File: config.mk
export PLATFORM = sky130hd
export DESIGN_NAME = multi_dice_roller
export DESIGN_NICKNAME = d
export VERILOG_FILES = /design/src/rtl/dice_pkg.sv /design/src/rtl/dice_die.sv /design/src/rtl/multi_dice_roller.sv
export SDC_FILE = /design/constraint.sdc
export NUM_CORES = 1
export LEC_CHECK = 0
export ABC_AREA = 1
export BUFFER_PORTS_ARGS = -buffer_cell sky130_fd_sc_hd__buf_2
export CORE_MARGIN = 2
export CORE_UTILIZATION = 45
export DETAILED_ROUTE_END_ITERATION = 12
export SYNTH_ARGS = -nofsm -noshare
export SYNTH_HDL_FRONTEND = slang
export SYNTH_SLANG_ARGS = --single-unit
export TNS_END_PERCENT = 30
File: constraint.sdc
create_clock -name clk -period 2.03 [get_ports clk]
set_input_delay 0.406 -clock clk [delete_from_list [all_inputs] [get_ports clk]]
set_output_delay 0.406 -clock clk [all_outputs]
set_load 0.005 [all_outputs]
File: src/rtl/dice_pkg.sv
// dice_pkg: shared FSM state encoding and width helpers for the multi-die roller.
//   IDLE/ROLL/SETTLE/REPORT/SHOW : 3-bit state encoding
//   face_w(faces)                : bits needed to hold values 0..faces
//   sum_w(n, faces)              : bits needed to hold a total of n dice
package dice_pkg;

    typedef enum logic [2:0] {
        IDLE   = 3'd0,
        ROLL   = 3'd1,
        SETTLE = 3'd2,
        REPORT = 3'd3,
        SHOW   = 3'd4
    } state_t;

    function automatic int face_w(input int faces);
        return $clog2(faces + 1);
    endfunction

    function automatic int sum_w(input int n, input int faces);
        return $clog2(n * faces + 1);
    endfunction

endpackage

File: src/rtl/dice_die.sv
// dice_die: one odometer digit with values 1..FACES, reset to 0.
//   clk, rst   : clock, synchronous active-high reset
//   step_en    : advance this die on the edge
//   force_one  : a die holding 0 jumps to 1 (first advance after reset)
//   value      : current face, 0 only after reset
//   wrap       : combinational carry, high when stepping from FACES back to 1
module dice_die
    import dice_pkg::*;
#(
    parameter int FACES  = 6,
    parameter int FACE_W = 3
) (
    input  logic              clk,
    input  logic              rst,
    input  logic              step_en,
    input  logic              force_one,
    output logic [FACE_W-1:0] value,
    output logic              wrap
);

    assign wrap = step_en && value == FACE_W'(FACES);

    // Out-of-range values (0 or above FACES) recover to 1 without carrying.
    always_ff @(posedge clk) begin
        if (rst)
            value <= '0;
        else if (force_one && value == '0)
            value <= FACE_W'(1);
        else if (step_en)
            value <= (value == '0 || value >= FACE_W'(FACES)) ? FACE_W'(1) : value + FACE_W'(1);
    end

endmodule

File: src/rtl/multi_dice_roller.sv
// multi_dice_roller: NUM_DICE odometer-chained dice that spin while button is held,
// settle with decelerating steps after release, then report their total.
//   clk, rst : clock, synchronous active-high reset
//   button   : debounced roll request
//   faces    : packed die values, die i at [i*FACE_W +: FACE_W]
//   sum      : latched total of all faces
//   valid    : one-cycle pulse when sum is fresh
//   busy     : high while rolling or settling
module multi_dice_roller
    import dice_pkg::*;
#(
    parameter int NUM_DICE     = 2,
    parameter int FACES        = 6,
    parameter int SETTLE_STEPS = 3,
    localparam int FACE_W      = face_w(FACES),
    localparam int SUM_W       = sum_w(NUM_DICE, FACES)
) (
    input  logic                       clk,
    input  logic                       rst,
    input  logic                       button,
    output logic [NUM_DICE*FACE_W-1:0] faces,
    output logic [SUM_W-1:0]           sum,
    output logic                       valid,
    output logic                       busy
);

    localparam int KW = (SETTLE_STEPS > 1) ? $clog2(SETTLE_STEPS) : 1;
    localparam int WW = (SETTLE_STEPS > 0) ? SETTLE_STEPS : 1;

    state_t          state, nxt;
    logic [KW-1:0]   k_cnt, k_nxt;
    logic [WW-1:0]   w_cnt, w_nxt;
    logic            advance, latch, any_zero, hit, last;
    logic [SUM_W-1:0] total;
    logic [NUM_DICE:0] carry;
    logic            unused_top_wrap;

    assign carry[0]        = advance;
    assign unused_top_wrap = carry[NUM_DICE];

    for (genvar i = 0; i < NUM_DICE; i++) begin : g_die
        dice_die #(.FACES(FACES), .FACE_W(FACE_W)) u_die (
            .clk       (clk),
            .rst       (rst),
            .step_en   (carry[i]),
            .force_one (advance & any_zero),
            .value     (faces[i*FACE_W +: FACE_W]),
            .wrap      (carry[i+1])
        );
    end

    always_comb begin
        total    = '0;
        any_zero = 1'b0;
        for (int i = 0; i < NUM_DICE; i++) begin
            total    = total + SUM_W'(faces[i*FACE_W +: FACE_W]);
            any_zero = any_zero | (faces[i*FACE_W +: FACE_W] == '0);
        end
    end

    // Settle step k fires once the wait counter reaches 2^k-1.
    assign hit  = int'(w_cnt) == (1 << int'(k_cnt)) - 1;
    assign last = int'(k_cnt) == SETTLE_STEPS - 1;

    always_comb begin
        nxt     = state;
        k_nxt   = k_cnt;
        w_nxt   = w_cnt;
        advance = 1'b0;
        latch   = 1'b0;
        if (button) begin
            nxt     = ROLL;
            advance = 1'b1;
            k_nxt   = '0;
            w_nxt   = '0;
        end else begin
            case (state)
                ROLL:   nxt = (SETTLE_STEPS == 0) ? REPORT : SETTLE;
                SETTLE: begin
                    if (hit) begin
                        advance = 1'b1;
                        w_nxt   = '0;
                        k_nxt   = last ? '0 : k_cnt + KW'(1);
                        nxt     = last ? REPORT : SETTLE;
                    end else begin
                        w_nxt = w_cnt + WW'(1);
                    end
                end
                REPORT: begin
                    latch = 1'b1;
                    nxt   = SHOW;
                end
                default: nxt = state;
            endcase
        end
    end

    always_ff @(posedge clk) begin
        if (rst) begin
            state <= IDLE;
            k_cnt <= '0;
            w_cnt <= '0;
            sum   <= '0;
            valid <= 1'b0;
        end else begin
            state <= nxt;
            k_cnt <= k_nxt;
            w_cnt <= w_nxt;
            valid <= latch;
            if (latch)
                sum <= total;
        end
    end

    assign busy = state == ROLL || state == SETTLE;

endmodule

Word-level counts from Yosys, hierarchy flattened
Cells that the tools add are included.
{"block": "op_classes", "add_sub_neg": 6, "magnitude_cmp": 2, "n_eq_ne": 8, "n_shift": 1, "mux": 17, "bitwise": 2, "n_reduce_logical": 18}
{"operator": "equality test 4 x 32 -> 1 bit", "n": 1}
{"operator": "<< shifter 1 x 2 -> 32 bit, first input constant", "n": 1}
{"operator": "subtractor 32 x 2 -> 32 bit, second input constant", "n": 1}
{"operator": "two-way mux 3 bit", "n": 4}
{"operator": "two-way mux 1 bit", "n": 11}
{"operator": "adder 3 x 1 -> 3 bit, second input constant", "n": 3}
{"operator": "one-hot mux 3 bit (3 select lines)", "n": 1}
{"operator": "equality test 3 x 2 -> 1 bit, second input constant", "n": 2}
{"operator": "greater-or-equal comparator 3 bit, second input constant", "n": 2}
{"operator": "logical NOT 3 bit", "n": 2}
{"operator": "AND reduction 2 bit", "n": 3}
{"operator": "OR reduction 2 bit", "n": 3}
{"operator": "adder 3 x 3 -> 4 bit", "n": 1}
{"operator": "nonzero test 2 bit", "n": 2}
{"operator": "nonzero test 4 bit", "n": 1}
{"operator": "equality test 3 x 1 -> 1 bit, second input constant", "n": 1}
{"operator": "equality test 3 bit, second input constant", "n": 1}
{"operator": "logical AND 1 bit", "n": 3}
{"operator": "logical OR 1 bit", "n": 3}
{"operator": "!= test 3 bit, second input constant", "n": 1}
{"operator": "nonzero test 3 bit", "n": 1}
{"operator": "adder 2 x 1 -> 2 bit, second input constant", "n": 1}
{"operator": "equality test 2 bit, second input constant", "n": 1}
{"operator": "two-way mux 2 bit", "n": 1}
{"operator": "other kinds (3)", "n": 3}
{"block": "word_totals", "ff_bits": 19, "output_inout_bits": 12, "wordCells": 64}

Longest topological paths before layout
Gate-level depths: netlist (run 1).
{"block": "logic_depth", "word_depth": 9, "depth_mapped": 13, "depth_no_buf": 13}

By module
Synthesis (run 1) repeated with hierarchy kept, for this count alone.
{"block": "hier_totals", "hier_cells": 174, "area_unflattened_um2": 1260.0}
{"module": "multi_dice_roller", "instances": 1, "cells_each": 104, "area_per_inst_um2": 784.5}
{"module": "dice_die", "instances": 2, "cells_each": 35, "area_per_inst_um2": 237.7}

Worst setup path after synthesis (run 1)
OpenSTA, ideal clock, no wires.
{"block": "synth_path", "path_type": "flip-flop to flip-flop", "from": "register k_cnt[0]", "to": "register g_die[0].u_die.value[1]", "arrival_time_ns": 1.470, "required_ns": 1.913, "path_slack_ns": 0.443, "path_stages_with_launch": 12, "path_buffers": 0, "cell_sequence": "dfxtp_1 > inv_1 > nand2_2 > ha_1 > nand2_1 > nand3_2 > nor2_4 > nand3_4 > nand2_4 > inv_2 > o21ai_2 > a21oi_1"}
{"block": "synth_between", "elab_chain_len": 9}
{"element": "start, declared", "line": "multi_dice_roller.sv:31", "text": "logic [KW-1:0] k_cnt, k_nxt;"}
{"element": "start signal, assigned", "line": "multi_dice_roller.sv:107", "text": "k_cnt <= k_nxt;"}
{"element": "<< shifter 1 x 2 -> 32 bit *", "line": "multi_dice_roller.sv:62", "text": "assign hit = int'(w_cnt) == (1 << int'(k_cnt)) - 1;"}
{"element": "subtractor 32 x 2 -> 32 bit *", "line": "multi_dice_roller.sv:62"}
{"element": "equality test 4 x 32 -> 1 bit *", "line": "multi_dice_roller.sv:62"}
{"element": "two-way mux 1 bit *", "line": "multi_dice_roller.sv:80", "text": "if (hit) begin"}
{"element": "two-way mux 1 bit *", "line": "multi_dice_roller.sv:77", "text": "case (state)"}
{"element": "two-way mux 1 bit *", "line": "multi_dice_roller.sv:71", "text": "if (button) begin"}
{"element": "AND 1 bit", "line": "multi_dice_roller.sv:46", "text": ".force_one (advance & any_zero),"}
{"element": "logical AND 1 bit", "line": "dice_die.sv:27", "text": "else if (force_one && value == '0)"}
{"element": "OR reduction 2 bit (no line)"}
{"element": "end signal, assigned", "line": "dice_die.sv:30", "text": "value <= (value == '0 || value >= FACE_W'(FACES)) ? FACE_W'(1) : value + FACE_W'(1);"}
{"element": "end, declared", "line": "dice_die.sv:17", "text": "output logic [FACE_W-1:0] value,"}
Every way passes the cells marked *; elsewhere a longest branch is shown, timed or not.
A chain may end at the register's enable or synchronous reset.

Final worst setup path (run 1)
Ends and elaborated chain as after synthesis.

==> impl_summary.log, run 1 <==
INFO  metric finalNetCount = 182
INFO  metric start_util = 0.488
INFO  metric combinational_family_with_the_most_area_after_synthesis = simple AND/OR/NAND/NOR gates
INFO  metric worst_setup_hold_path_clk_slew = 120 ps
INFO  metric crit_family = simple AND/OR/NAND/NOR gates
INFO  metric static-leakage-power = 0.610 nW
INFO  metric drt_wl_total = 2.23 mm
INFO  metric grt_remaining_overflow = 0
INFO  metric antenna_found_initial = 0
INFO  metric setup-tns-final = 0 ps
INFO  metric run_status = finished, final reports clean
INFO  metric floorplan.die.height = 53.7 um
INFO  metric vdd_drop_max = 0.000238 V
INFO  metric initialDrtViolationCount = 5
INFO  metric post_dp_cell_area = 1220 sq um
INFO  metric maximum_number_of_pins_on_one_net_before_global_route_repair = 12
INFO  metric grt_setup_unrepaired = no
INFO  metric post_synth_mux_area_share = 0
INFO  metric slew_headroom = 0.783
INFO  metric wire_length_of_the_first_global_routing_pass = 3.82 mm
INFO  metric drtPass1Iterations = 4
INFO  metric filler_cell_count = 229
INFO  metric synth_area_per_cell = 7.50 sq um
INFO  metric final_design_area_no_fill = 1250 sq um
INFO  metric clock_sinks = 19
INFO  metric timing.final.crit_period = 1760 ps
INFO  metric route.detailed.drc = 0
INFO  metric count_of_different_cell_masters_after_synthesis = 26
INFO  metric max_stage_delay = 360 ps
INFO  metric max_cap_violations = 0
INFO  metric post_synth_xor_area_fraction = 0.0237
INFO  metric tritoncts = done
INFO  metric crit_path_start_kind = flip-flop
INFO  metric cell_type_of_the_slowest_stage_on_the_worst_timing_path = dfxtp_1
INFO  metric power_per_cell_area = 530 nW/um^2
INFO  metric worst_hold_launch = rst
INFO  metric tritoncts_buffers = 3
INFO  metric layout-drive-gt1-share = 0.204
INFO  metric cts_htree_levels = 1
INFO  metric gp_routability_congestion = 0.768
INFO  metric worst_slack = 265 ps
INFO  metric synth_adder_area_share = 0.131
INFO  metric dieArea = 2880 sq um
INFO  metric final_cycle_share = 0.869
INFO  metric post_drt_via_cell_ratio = 4.98
INFO  metric synth_compound_area_frac = 0.140
INFO  metric worstSkewPairLatency = 300 ps
INFO  metric timing.critical_path.buf_inv = 2
INFO  metric yosysTopAreaCellShare = 0.343
INFO  metric worst_setup_path_end_kind = flip-flop
INFO  metric num_rows = 17
INFO  metric worst_hold_slack = 324 ps
INFO  metric hold_class = in -> reg
INFO  metric yosys.area.top_type = dfxtp_1
INFO  metric dp.final_hpwl = 1.82 mm
INFO  metric cp_data_arrival_time = 1950 ps
INFO  metric synth.cell_area = 1110 sq um
INFO  metric ctsLongestPathBuffers = 2
INFO  metric place_ws = 278 ps
INFO  metric post_drt_wl_per_cell = 11.4 um
INFO  metric required = 2220 ps
INFO  metric grt_pass1_vias = 934
INFO  metric placement.io_buffers = 14
INFO  metric final.setup_skew = 12.1 ps
INFO  metric synth-seq-cells = 19
INFO  metric diodes = 0
INFO  metric antenna_violation_net_count_after_detailed_routing = 0
INFO  metric synth_seq_area_share = 0.343
INFO  metric yosys_warnings = 0
INFO  metric post_cts.resized_instances = 0
INFO  metric area_growth = 12.6%
INFO  metric routed_via_count = 971
INFO  metric postCtsHoldBufs = 0
INFO  metric worst-slew-pin-transition = 324 ps
INFO  metric cts_setup_buffers = 0
INFO  metric coreArea = 2280 sq um
INFO  metric cp_cell_sequence = inv_1, nand2_2, ha_1, nand2_1, nand3_2, nor2_4, nand3_4, nand2_4, inv_2, o21ai_2, a21oi_1
INFO  metric die_width = 53.7 um
INFO  metric synth_top_cells_by_area = dfxtp_1 (34%), ha_1 (11%), nand2_1 (8.8%)
INFO  metric final_number_of_setup_violating_endpoints = 0
INFO  metric r2r-start = k_cnt[0]
INFO  metric final_hold_viol_count = 0
INFO  metric fmaxAchievable = 567 MHz
INFO  metric layout.core_utilization = 0.549
INFO  metric netlist_instances = 148
INFO  metric drv_slew = 0
INFO  metric critical_path_class = reg -> reg
INFO  metric synthSimpleGateAreaFrac = 0.275
INFO  metric cts.root.buffer_cell = clkbuf_4
INFO  metric floorplan.io_pins = 15
INFO  metric crit_path_max_fanout = 10
INFO  metric critPathLaunch = k_cnt[0]
INFO  metric synthesis.nets = 162
INFO  metric track_usage = 0.180
cells in the mapped netlist, drive strengths merged:
cell	instances
o21ai	11
nor2	16
nand3b	1
nor3	2
fa	1
xnor2	1
dfxtp	19
nand4	3
inv	26
xor2	2
nand2	31
nand3	7
o211ai	1
ha	10
a21oi	15
a211oi	1
a31oi	1
power by group:
| part | internal, mW | switching [mW] |
|---|---|---|
| Clock | 0.0732 | 0.117 |
| Sequential | 0.380 | 0.00817 |
| Combinational | 0.0307 | 0.0525 |
| Total | 0.484 | 0.178 |
worst register-to-register path, stage by stage (launching register included):
cell	delay, ps
dfxtp_1	360
inv_1	70
nand2_2	80
ha_1	320
nand2_1	100
nand3_2	100
nor2_4	160
nand3_4	100
nand2_4	130
inv_2	70
o21ai_2	130
a21oi_1	60
cell type report:
| type | instances | area [sq um] | area share |
|---|---|---|---|
| multi-input cells | 103 | 632 | 0.506 |
| flip-flops and latches | 19 | 380 | 0.304 |
| inverters | 26 | 97.6 | 0.0781 |
| repair buffers | 15 | 77.6 | 0.0621 |
| well taps | 28 | 35.0 | 0.0280 |
| clock buffers | 3 | 22.5 | 0.0180 |
| clock inverters | 1 | 5.00 | 0.00400 |
cell families after synthesis:
| logic type | count (synthesis) |
|---|---|
| DFF | 19 |
| buffers and inverters | 26 |
| xor gates and xnor gates | 3 |
| AOI/OAI and AO/OA | 29 |
| adders and majority gates | 11 |
| and+or+nand+nor | 60 |
sequential cells by signal, indices dropped and copies added (netlist names):
name               cells
g_die.u_die.value      6
sum                    4
state                  3
k_cnt                  2
w_cnt                  3
valid                  1
stage by stage:
step	std cells	total power, mW
after global routing	195	0.701
after CTS	195	0.671
after floorplan	148	0.456
after detailed placement	191	0.481
after global placement	191	0.479
final	195	0.662
layer usage:
layer  vias to the layer above  track usage  share of wire
li1                        513            -              -
met5                         -            0              0
met3                         2       0.0250          0.027
met1                       442        0.209           0.43
met4                         0       0.0513         0.0063
met2                        14        0.337           0.54
final timing paths:
kind | cells after the start | slack (ps) | end
setup / recovery | 11 | 270 | g_die[0].u_die.value[1]
setup reg to reg | 11 | 270 | g_die[0].u_die.value[1]
hold reg to reg | 2 | 490 | sum[0]
hold / removal | 2 | 320 | state[0]
layout by cell type, fill, tap and decap left out, drive strengths merged:
cell type and instances:
clkinv 1, nand3b 1, xnor2 1, nor3 2, xor2 2, o21ai 11, a211oi 1, buf 15
a31oi 1, nand3 7, a21oi 15, fa 1, inv 26, o211ai 1, nor2 16, nand2 31
nand4 3, clkbuf 3, dfxtp 19, ha 10
No activity file was read; power rests on OpenSTA's default activity.
==> run 2, diff against run 1 <==
--- a/config.mk
+++ b/config.mk
@@ -10,6 +10,8 @@
 export CORE_MARGIN = 2
 export CORE_UTILIZATION = 45
 export DETAILED_ROUTE_END_ITERATION = 12
+export PLACE_DENSITY = 0.65
+export SETUP_SLACK_MARGIN = 0.3
 export SYNTH_ARGS = -nofsm -noshare
 export SYNTH_HDL_FRONTEND = slang
 export SYNTH_SLANG_ARGS = --single-unit
==> run 2 against run 1 <==
- non-clock buffer count is 2 higher
- routed wire length grew 3.8%
- total power increased by 2.8%
- core utilization rose by 4.5 points
- maximum frequency is 3.2% higher
- first-iteration DRC count increased by 20%
- critical path depth is 1 higher
- critical endpoint unchanged
- count of clock-buffer cells in the layout up 1
- setup slack improved by 54 ps
- sequential share of layout area shrank 1.7 points
- global-route usage up 1.3 points
- via count rose by 3.6%
==> impl_summary.log, run 2 (synthesis gave the netlist of run 1 again) <==
INFO  metric run_status = finished, final reports clean (unchanged)
INFO  metric final_cycle_share = 0.843 (was 0.869)
INFO  metric max_cap_violations = 0 (unchanged)
INFO  metric finalNetCount = 185 (was 182)
INFO  metric diodes = 0 (unchanged)
INFO  metric grt_setup_unrepaired = yes (was no)
INFO  metric static-leakage-power = 0.638 nW (was 0.610 nW)
INFO  metric dp_cells = 190 (was 191)
INFO  metric die_width = 53.7 um (unchanged)
INFO  metric post_drt_via_cell_ratio = 5.08 (was 4.98)
INFO  metric drv_slew = 0 (unchanged)
INFO  metric cts.root.buffer_cell = clkbuf_4 (unchanged)
INFO  metric max_reg_flops = 6 (unchanged)
INFO  metric setup-tns-final = 0 ps (unchanged)
INFO  metric critPathLaunch = k_cnt[1] (was k_cnt[0])
INFO  metric r2r-start = k_cnt[1] (was k_cnt[0])
INFO  metric filler_cell_count = 213 (was 229)
INFO  metric layout-drive-gt1-share = 0.271 (was 0.204)
INFO  metric floorplan.io_pins = 15 (unchanged)
INFO  metric largest_register = g_die.u_die.value (unchanged)
INFO  metric commonest_non_fill_non_tap_cells_in_the_layout = nand2_1 (23), inv_1 (21), dfxtp_1 (17), buf_2 (14) (was nand2_1 (26), inv_1 (23), dfxtp_1 (19), a21oi_1 (15), buf_2 (14))
INFO  metric start_util = 0.488 (unchanged)
INFO  metric final.setup_skew = 2.45 ps (was 12.1 ps)
INFO  metric count_of_cells_along_the_worst_register_to_register_path = 12 (was 11)
INFO  metric initialDrtViolationCount = 6 (was 5)
INFO  metric routed_via_count = 1006 (was 971)
INFO  metric critical_path_class = reg -> reg (unchanged)
INFO  metric critical_path.reg2reg.endpoint = g_die[0].u_die.value[1] (unchanged)
INFO  metric dp.final_hpwl = 1.69 mm (was 1.82 mm)
INFO  metric antenna_violation_net_count_after_detailed_routing = 0 (unchanged)
INFO  metric area_growth = 21.8% (was 12.6%)
INFO  metric wire_length_of_the_first_global_routing_pass = 3.99 mm (was 3.82 mm)
INFO  metric worstSkewPairLatency = 300 ps (about the same)
INFO  metric track_usage = 0.193 (was 0.180)
INFO  metric largest_registers = g_die.u_die.value x6, sum x4 (unchanged)
INFO  metric timing.final.crit_period = 1710 ps (was 1760 ps)
INFO  metric layout.cells.most_common = nand2_1 (unchanged)
INFO  metric final_number_of_setup_violating_endpoints = 0 (unchanged)
INFO  metric gp_routability_congestion = 0.846 (was 0.768)
INFO  metric grt_remaining_overflow = 0 (unchanged)
INFO  metric hold_class = in -> reg (unchanged)
INFO  metric worst-r2r-setup-slack = 320 ps (was 270 ps)
INFO  metric drtPass1Iterations = 3 (was 4)
INFO  metric tritoncts = done (unchanged)
INFO  metric postCtsHoldBufs = 0 (unchanged)
INFO  metric power_per_cell_area = 504 nW/um^2 (was 530 nW/um^2)
INFO  metric clock_sinks = 19 (unchanged)
INFO  metric worst_hold_launch = rst (unchanged)
INFO  metric worst-slew-pin-transition = 323 ps (was 324 ps)
INFO  metric finish.cell_count_without_fillers = 198 (was 195)
INFO  metric tritoncts_buffers = 3 (unchanged)
INFO  metric multi_input_area = 702 sq um (was 632 sq um)
INFO  metric floorplan.die.height = 53.7 um (unchanged)
INFO  metric crit_path_start_kind = flip-flop (unchanged)
INFO  metric worst_setup_hold_path_clk_slew = 110 ps (was 120 ps)
INFO  metric crit_path_max_fanout = 5 (was 10)
INFO  metric antenna_found_initial = 0 (unchanged)
INFO  metric ff_latch_area = 388 sq um (was 380 sq um)
INFO  metric maximum_number_of_pins_on_one_net_before_global_route_repair = 11 (was 12)
INFO  metric num_rows = 17 (unchanged)
INFO  metric placement.io_buffers = 14 (unchanged)
INFO  metric vdd_drop_max = 0.000383 V (was 0.000238 V)
INFO  metric final_hold_viol_count = 0 (unchanged)
INFO  metric post_drt_wl_per_cell = 11.7 um (was 11.4 um)
INFO  metric slew_headroom = 0.784 (was 0.783)
INFO  metric coreArea = 2280 sq um (unchanged)
INFO  metric cts_htree_levels = 1 (unchanged)
INFO  metric layout.core_utilization = 0.594 (was 0.549)
INFO  metric worst_setup_path_endpoint = g_die[0].u_die.value[1] (unchanged)
INFO  metric drt_wl_total = 2.31 mm (was 2.23 mm)
INFO  metric worst_setup_path_end_kind = flip-flop (unchanged)
INFO  metric fmaxAchievable = 585 MHz (was 567 MHz)
INFO  metric required = 2230 ps (was 2220 ps)
INFO  metric route.detailed.drc = 0 (unchanged)
INFO  metric grt_pass1_vias = 935 (was 934)
INFO  metric cp_data_arrival_time = 1910 ps (was 1950 ps)
INFO  metric ctsLongestPathBuffers = 2 (unchanged)
INFO  metric dieArea = 2880 sq um (unchanged)
## run 2: critical path, cell delays in order, from the launching register on
cell     delay, ps
dfxtp_4        380
inv_6           70
nand2_4         60
ha_4           270
inv_2           30
nand2_2         50
nand3_2         80
nor2_4         160
nand3_4        140
nand2_8        120
inv_4           50
o21ai_4        160
a21oi_2         40
## run 2: cell type report
cell class,instances,area share
multi-input combinational,104,0.519
sequential,19,0.287
inverter,26,0.0796
timing repair buffer,17,0.0685
tap,28,0.0259
clock buffer,4,0.0194
## run 2: what timing repair did
item                       4_1_cts  5_1_grt
setup endpoints to repair        5       10
gates resized for setup          0       21
pin swaps                        3       11
buffers inserted                 1        2
gates cloned                     0        1
## run 2: layer usage
metal	share of wire	wire, um	global-route usage
met3	0.032	74	0.0333
met1	0.50	1160	0.265
met5	0	0	0
met4	0.014	32	0.0897
met2	0.45	1040	0.293
## run 2: stage by stage
stage | hold slack, ps | total power, mW | area (sq um) | setup WS, ps
finish | 348 | 0.681 | 1350 | 319
global route | 349 | 0.720 | 1350 | 215
CTS | 331 | 0.677 | 1250 | 282
detailed placement | 487 | 0.479 | 1210 | 279
global placement | 468 | 0.478 | 1210 | 375
floorplan | 472 | 0.456 | 1110 | 443
## run 2: worst min-delay path by stage
| stage | endpoint | cells past startpoint | slack [ps] |
|---|---|---|---|
| 3_5_place_dp | sum[0] | 2 | 490 |
| 6_report | state[0] | 2 | 350 |
| 5_1_grt | g_die[1].u_die.value[0] | 2 | 350 |
| 4_1_cts | state[0] | 2 | 330 |
| 3_3_place_gp | sum[0] | 2 | 470 |
| 2_1_floorplan | w_cnt[1] | 2 | 470 |
## run 2: where the power goes
group	internal [mW]	total (mW)	switching, mW
Combinational	0.0390	0.101	0.0615
Clock	0.0766	0.193	0.116
Sequential	0.378	0.387	0.00942
Total	0.493	0.681	0.187
==> run 3, diff against run 2 <==
==> constraint.sdc (replaced) <==
create_clock -name clk -period 1.76 [get_ports clk]
set_input_delay 0.352 -clock clk [delete_from_list [all_inputs] [get_ports clk]]
set_output_delay 0.352 -clock clk [all_outputs]
set_load 0.005 [all_outputs]
==> run 3 against run 2 <==
- register-to-register slack got worse by 210 ps
- maximum frequency increased by 3.8%
- critical path depth unchanged
- critical path type unchanged
- flip-flop and latch count unchanged
- critical endpoint unchanged
- setup slack got worse by 210 ps
- largest power group unchanged
==> impl_summary.log, run 3 (synthesis gave the netlist of run 1 again) <==
INFO  metric run_status = finished, final reports clean (unchanged)
INFO  metric finish.cell_count_without_fillers = 203 (was 198)
INFO  metric max_cap_violations = 0 (unchanged)
INFO  metric route.detailed.drc = 0 (unchanged)
INFO  metric final_hold_viol_count = 0 (unchanged)
INFO  metric post_drt_via_cell_ratio = 5.07 (was 5.08)
INFO  metric start_util = 0.488 (unchanged)
INFO  metric dp_cells = 191 (was 190)
INFO  metric power_switching_share = 0.272 (was 0.275)
INFO  metric timing.final.crit_period = 1650 ps (was 1710 ps)
INFO  metric floorplan.io_pins = 15 (unchanged)
INFO  metric ctsLongestPathBuffers = 2 (unchanged)
INFO  metric largest_register = g_die.u_die.value (unchanged)
INFO  metric track_usage = 0.196 (was 0.193)
INFO  metric routed_via_count = 1030 (was 1006)
INFO  metric power_per_cell_area = 568 nW/um^2 (was 504 nW/um^2)
INFO  metric setup-tns-final = 0 ps (unchanged)
INFO  metric drv_slew = 0 (unchanged)
INFO  metric crit_family = simple AND/OR/NAND/NOR gates (unchanged)
INFO  metric vdd_drop_max = 0.000682 V (was 0.000383 V)
INFO  metric r2r-start = k_cnt[0] (was k_cnt[1])
INFO  metric tritoncts = done (unchanged)
INFO  metric hold_crit_depth = 2 (unchanged)
INFO  metric postCtsHoldBufs = 0 (unchanged)
INFO  metric filler_cell_count = 217 (was 213)
INFO  metric worst_hold_launch = rst (unchanged)
INFO  metric die_width = 53.7 um (unchanged)
INFO  metric dp.final_hpwl = 1.71 mm (was 1.69 mm)
INFO  metric grt_remaining_overflow = 0 (unchanged)
INFO  metric dieArea = 2880 sq um (unchanged)
INFO  metric diodes = 0 (unchanged)
INFO  metric grt_pass1_vias = 951 (was 935)
INFO  metric num_rows = 17 (unchanged)
INFO  metric max_reg_flops = 6 (unchanged)
INFO  metric fmaxAchievable = 607 MHz (was 585 MHz)
INFO  metric grt_setup_unrepaired = yes (unchanged)
INFO  metric hold_class = in -> reg (unchanged)
INFO  metric tritoncts_buffers = 3 (unchanged)
INFO  metric finalNetCount = 190 (was 185)
INFO  metric placement.io_buffers = 14 (unchanged)
INFO  metric largest_registers = g_die.u_die.value x6, sum x4 (unchanged)
INFO  metric layout-drive-gt1-share = 0.309 (was 0.271)
INFO  metric drtPass1Iterations = 4 (was 3)
INFO  metric static-leakage-power = 0.652 nW (was 0.638 nW)
INFO  metric cp_data_arrival_time = 1850 ps (was 1910 ps)
INFO  metric design_power_total = 0.785 mW (was 0.681 mW)
INFO  metric worst-r2r-setup-slack = 110 ps (was 320 ps)
INFO  metric final.setup_skew = 5.65 ps (was 2.45 ps)
INFO  metric worstSkewPairLatency = 300 ps (about the same)
INFO  metric coreArea = 2280 sq um (unchanged)
INFO  metric whs_endpoint = state[0] (unchanged)
INFO  metric final_number_of_setup_violating_endpoints = 0 (unchanged)
INFO  metric critical_path.reg2reg.endpoint = g_die[0].u_die.value[1] (unchanged)
INFO  metric power_frac_clock = 0.280 (was 0.283)
INFO  metric worst-slew-pin-transition = 355 ps (was 323 ps)
INFO  metric power_frac_seq = 0.570 (was 0.569)
INFO  metric slew_headroom = 0.762 (was 0.784)
INFO  metric commonest_non_fill_non_tap_cells_in_the_layout = nand2_1 (22), inv_1 (20), dfxtp_1 (16), a21oi_1 (14), buf_2 (14) (was nand2_1 (23), inv_1 (21), dfxtp_1 (17), buf_2 (14))
INFO  metric final_cycle_share = 0.936 (was 0.843)
INFO  metric max_stage_delay = 370 ps (was 380 ps)
INFO  metric cell_type_of_the_slowest_stage_on_the_worst_timing_path = dfxtp_4 (unchanged)
INFO  metric required = 1960 ps (was 2230 ps)
INFO  metric post_drt_wl_per_cell = 12.0 um (was 11.7 um)
INFO  metric layout.cells.most_common = nand2_1 (unchanged)
INFO  metric antenna_violation_net_count_after_detailed_routing = 0 (unchanged)
INFO  metric timing.critical_path.buf_inv = 3 (unchanged)
INFO  metric crit_path_max_fanout = 5 (unchanged)
INFO  metric clock_sinks = 19 (unchanged)
INFO  metric cp_cell_sequence = inv_2, nand2_4, ha_4, inv_2, nand2_2, nand3_2, nor2_4, nand3_4, nand2_8, inv_4, o21ai_4, a21oi_1 (was inv_6, nand2_4, ha_4, inv_2, nand2_2, nand3_2, nor2_4, nand3_4, nand2_8, inv_4, o21ai_4, a21oi_2)
INFO  metric p_switching = 0.213 mW (was 0.187 mW)
INFO  metric area_growth = 24.5% (was 21.8%)
INFO  metric cts_htree_levels = 1 (unchanged)
INFO  metric wire_length_of_the_first_global_routing_pass = 4.07 mm (was 3.99 mm)
INFO  metric count_of_cells_along_the_worst_register_to_register_path = 12 (unchanged)
INFO  metric layout.core_utilization = 0.607 (was 0.594)
INFO  metric gp_routability_congestion = 0.777 (was 0.846)
INFO  metric crit_path_frequent_cell = inv_2
INFO  metric place_ws = 81.2 ps (was 279 ps)
INFO  metric floorplan.die.height = 53.7 um (unchanged)
INFO  metric critical_path_class = reg -> reg (unchanged)
INFO  metric worst_setup_hold_path_clk_slew = 110 ps (about the same)
INFO  metric cts.root.buffer_cell = clkbuf_4 (unchanged)
INFO  metric internal-power = 0.572 mW (was 0.493 mW)
INFO  metric drt_wl_total = 2.44 mm (was 2.31 mm)
INFO  metric combinational_power_share = 0.150 (was 0.148)
INFO  metric antenna_found_initial = 0 (unchanged)
INFO  metric worst_setup_path_end_kind = flip-flop (unchanged)
INFO  metric crit_path_start_kind = flip-flop (unchanged)
INFO  metric initialDrtViolationCount = 30 (was 6)
INFO  metric worst_slack = 112 ps (was 319 ps)
INFO  metric maximum_number_of_pins_on_one_net_before_global_route_repair = 11 (unchanged)
run 3: cell types whose count changed in the layout (fill, tap and decap cells not counted), moves of 2 or more:
cell	delta
inv_2	+2
nand2_2	+2
dfxtp_2	+2
buf_4	+5
run 3: repair_timing:
| action | 4_1_cts | 5_1_grt |
|---|---|---|
| gates resized for setup | 7 | 5 |
| pin swaps | 8 | 5 |
| setup endpoints to repair | 11 | 16 |
| buffers inserted | 6 | 1 |
| gates cloned | 1 | 0 |
run 3: final cells by class:
cell class | instances | area [sq um] | share of cell area
Timing Repair Buffer | 22 | 130 | 0.0942
Clock buffer | 4 | 26.3 | 0.0190
Tap cell | 28 | 35.0 | 0.0254
Multi-Input combinational cell | 104 | 701 | 0.507
Inverter | 26 | 103 | 0.0743
Sequential cell | 19 | 387 | 0.280
run 3: how the worst max path moves through the flow:
stage / startpoint / endpoint / depth (start not counted)
floorplan: k_cnt[1] / g_die[0].u_die.value[1] / 12
global placement: k_cnt[1] / g_die[1].u_die.value[0] / 12
detailed placement: k_cnt[1] / g_die[0].u_die.value[1] / 12
CTS: k_cnt[0] / g_die[0].u_die.value[1] / 12
global route: k_cnt[1] / g_die[0].u_die.value[1] / 12
finish: k_cnt[0] / g_die[0].u_die.value[1] / 12
run 3: power groups by stage:
stage | combinational, mW | clock (mW) | sequential (mW)
after detailed placement | 0.0990 | 0 | 0.458
after global routing | 0.132 | 0.256 | 0.449
final | 0.118 | 0.220 | 0.447
after CTS | 0.114 | 0.236 | 0.447
after floorplan | 0.0718 | 0 | 0.457
after global placement | 0.0964 | 0 | 0.458
run 3: per-stage QoR:
| stage | instance area (sq um) | hold WS, ps |
|---|---|---|
| after floorplan | 1130 | 421 |
| after global placement | 1250 | 465 |
| after detailed placement | 1250 | 490 |
| after CTS | 1350 | 261 |
| after global routing | 1380 | 269 |
| final | 1380 | 269 |
run 3: per-layer routing:
layer  share of wire  up-vias  wire (um)  global-route usage
li1                -      532          -                   -
met5               0        -          0                   0
met2            0.48       20       1180               0.323
met1            0.46      476       1120               0.252
met4          0.0061        0         15              0.0470
met3           0.054        2        132              0.0528
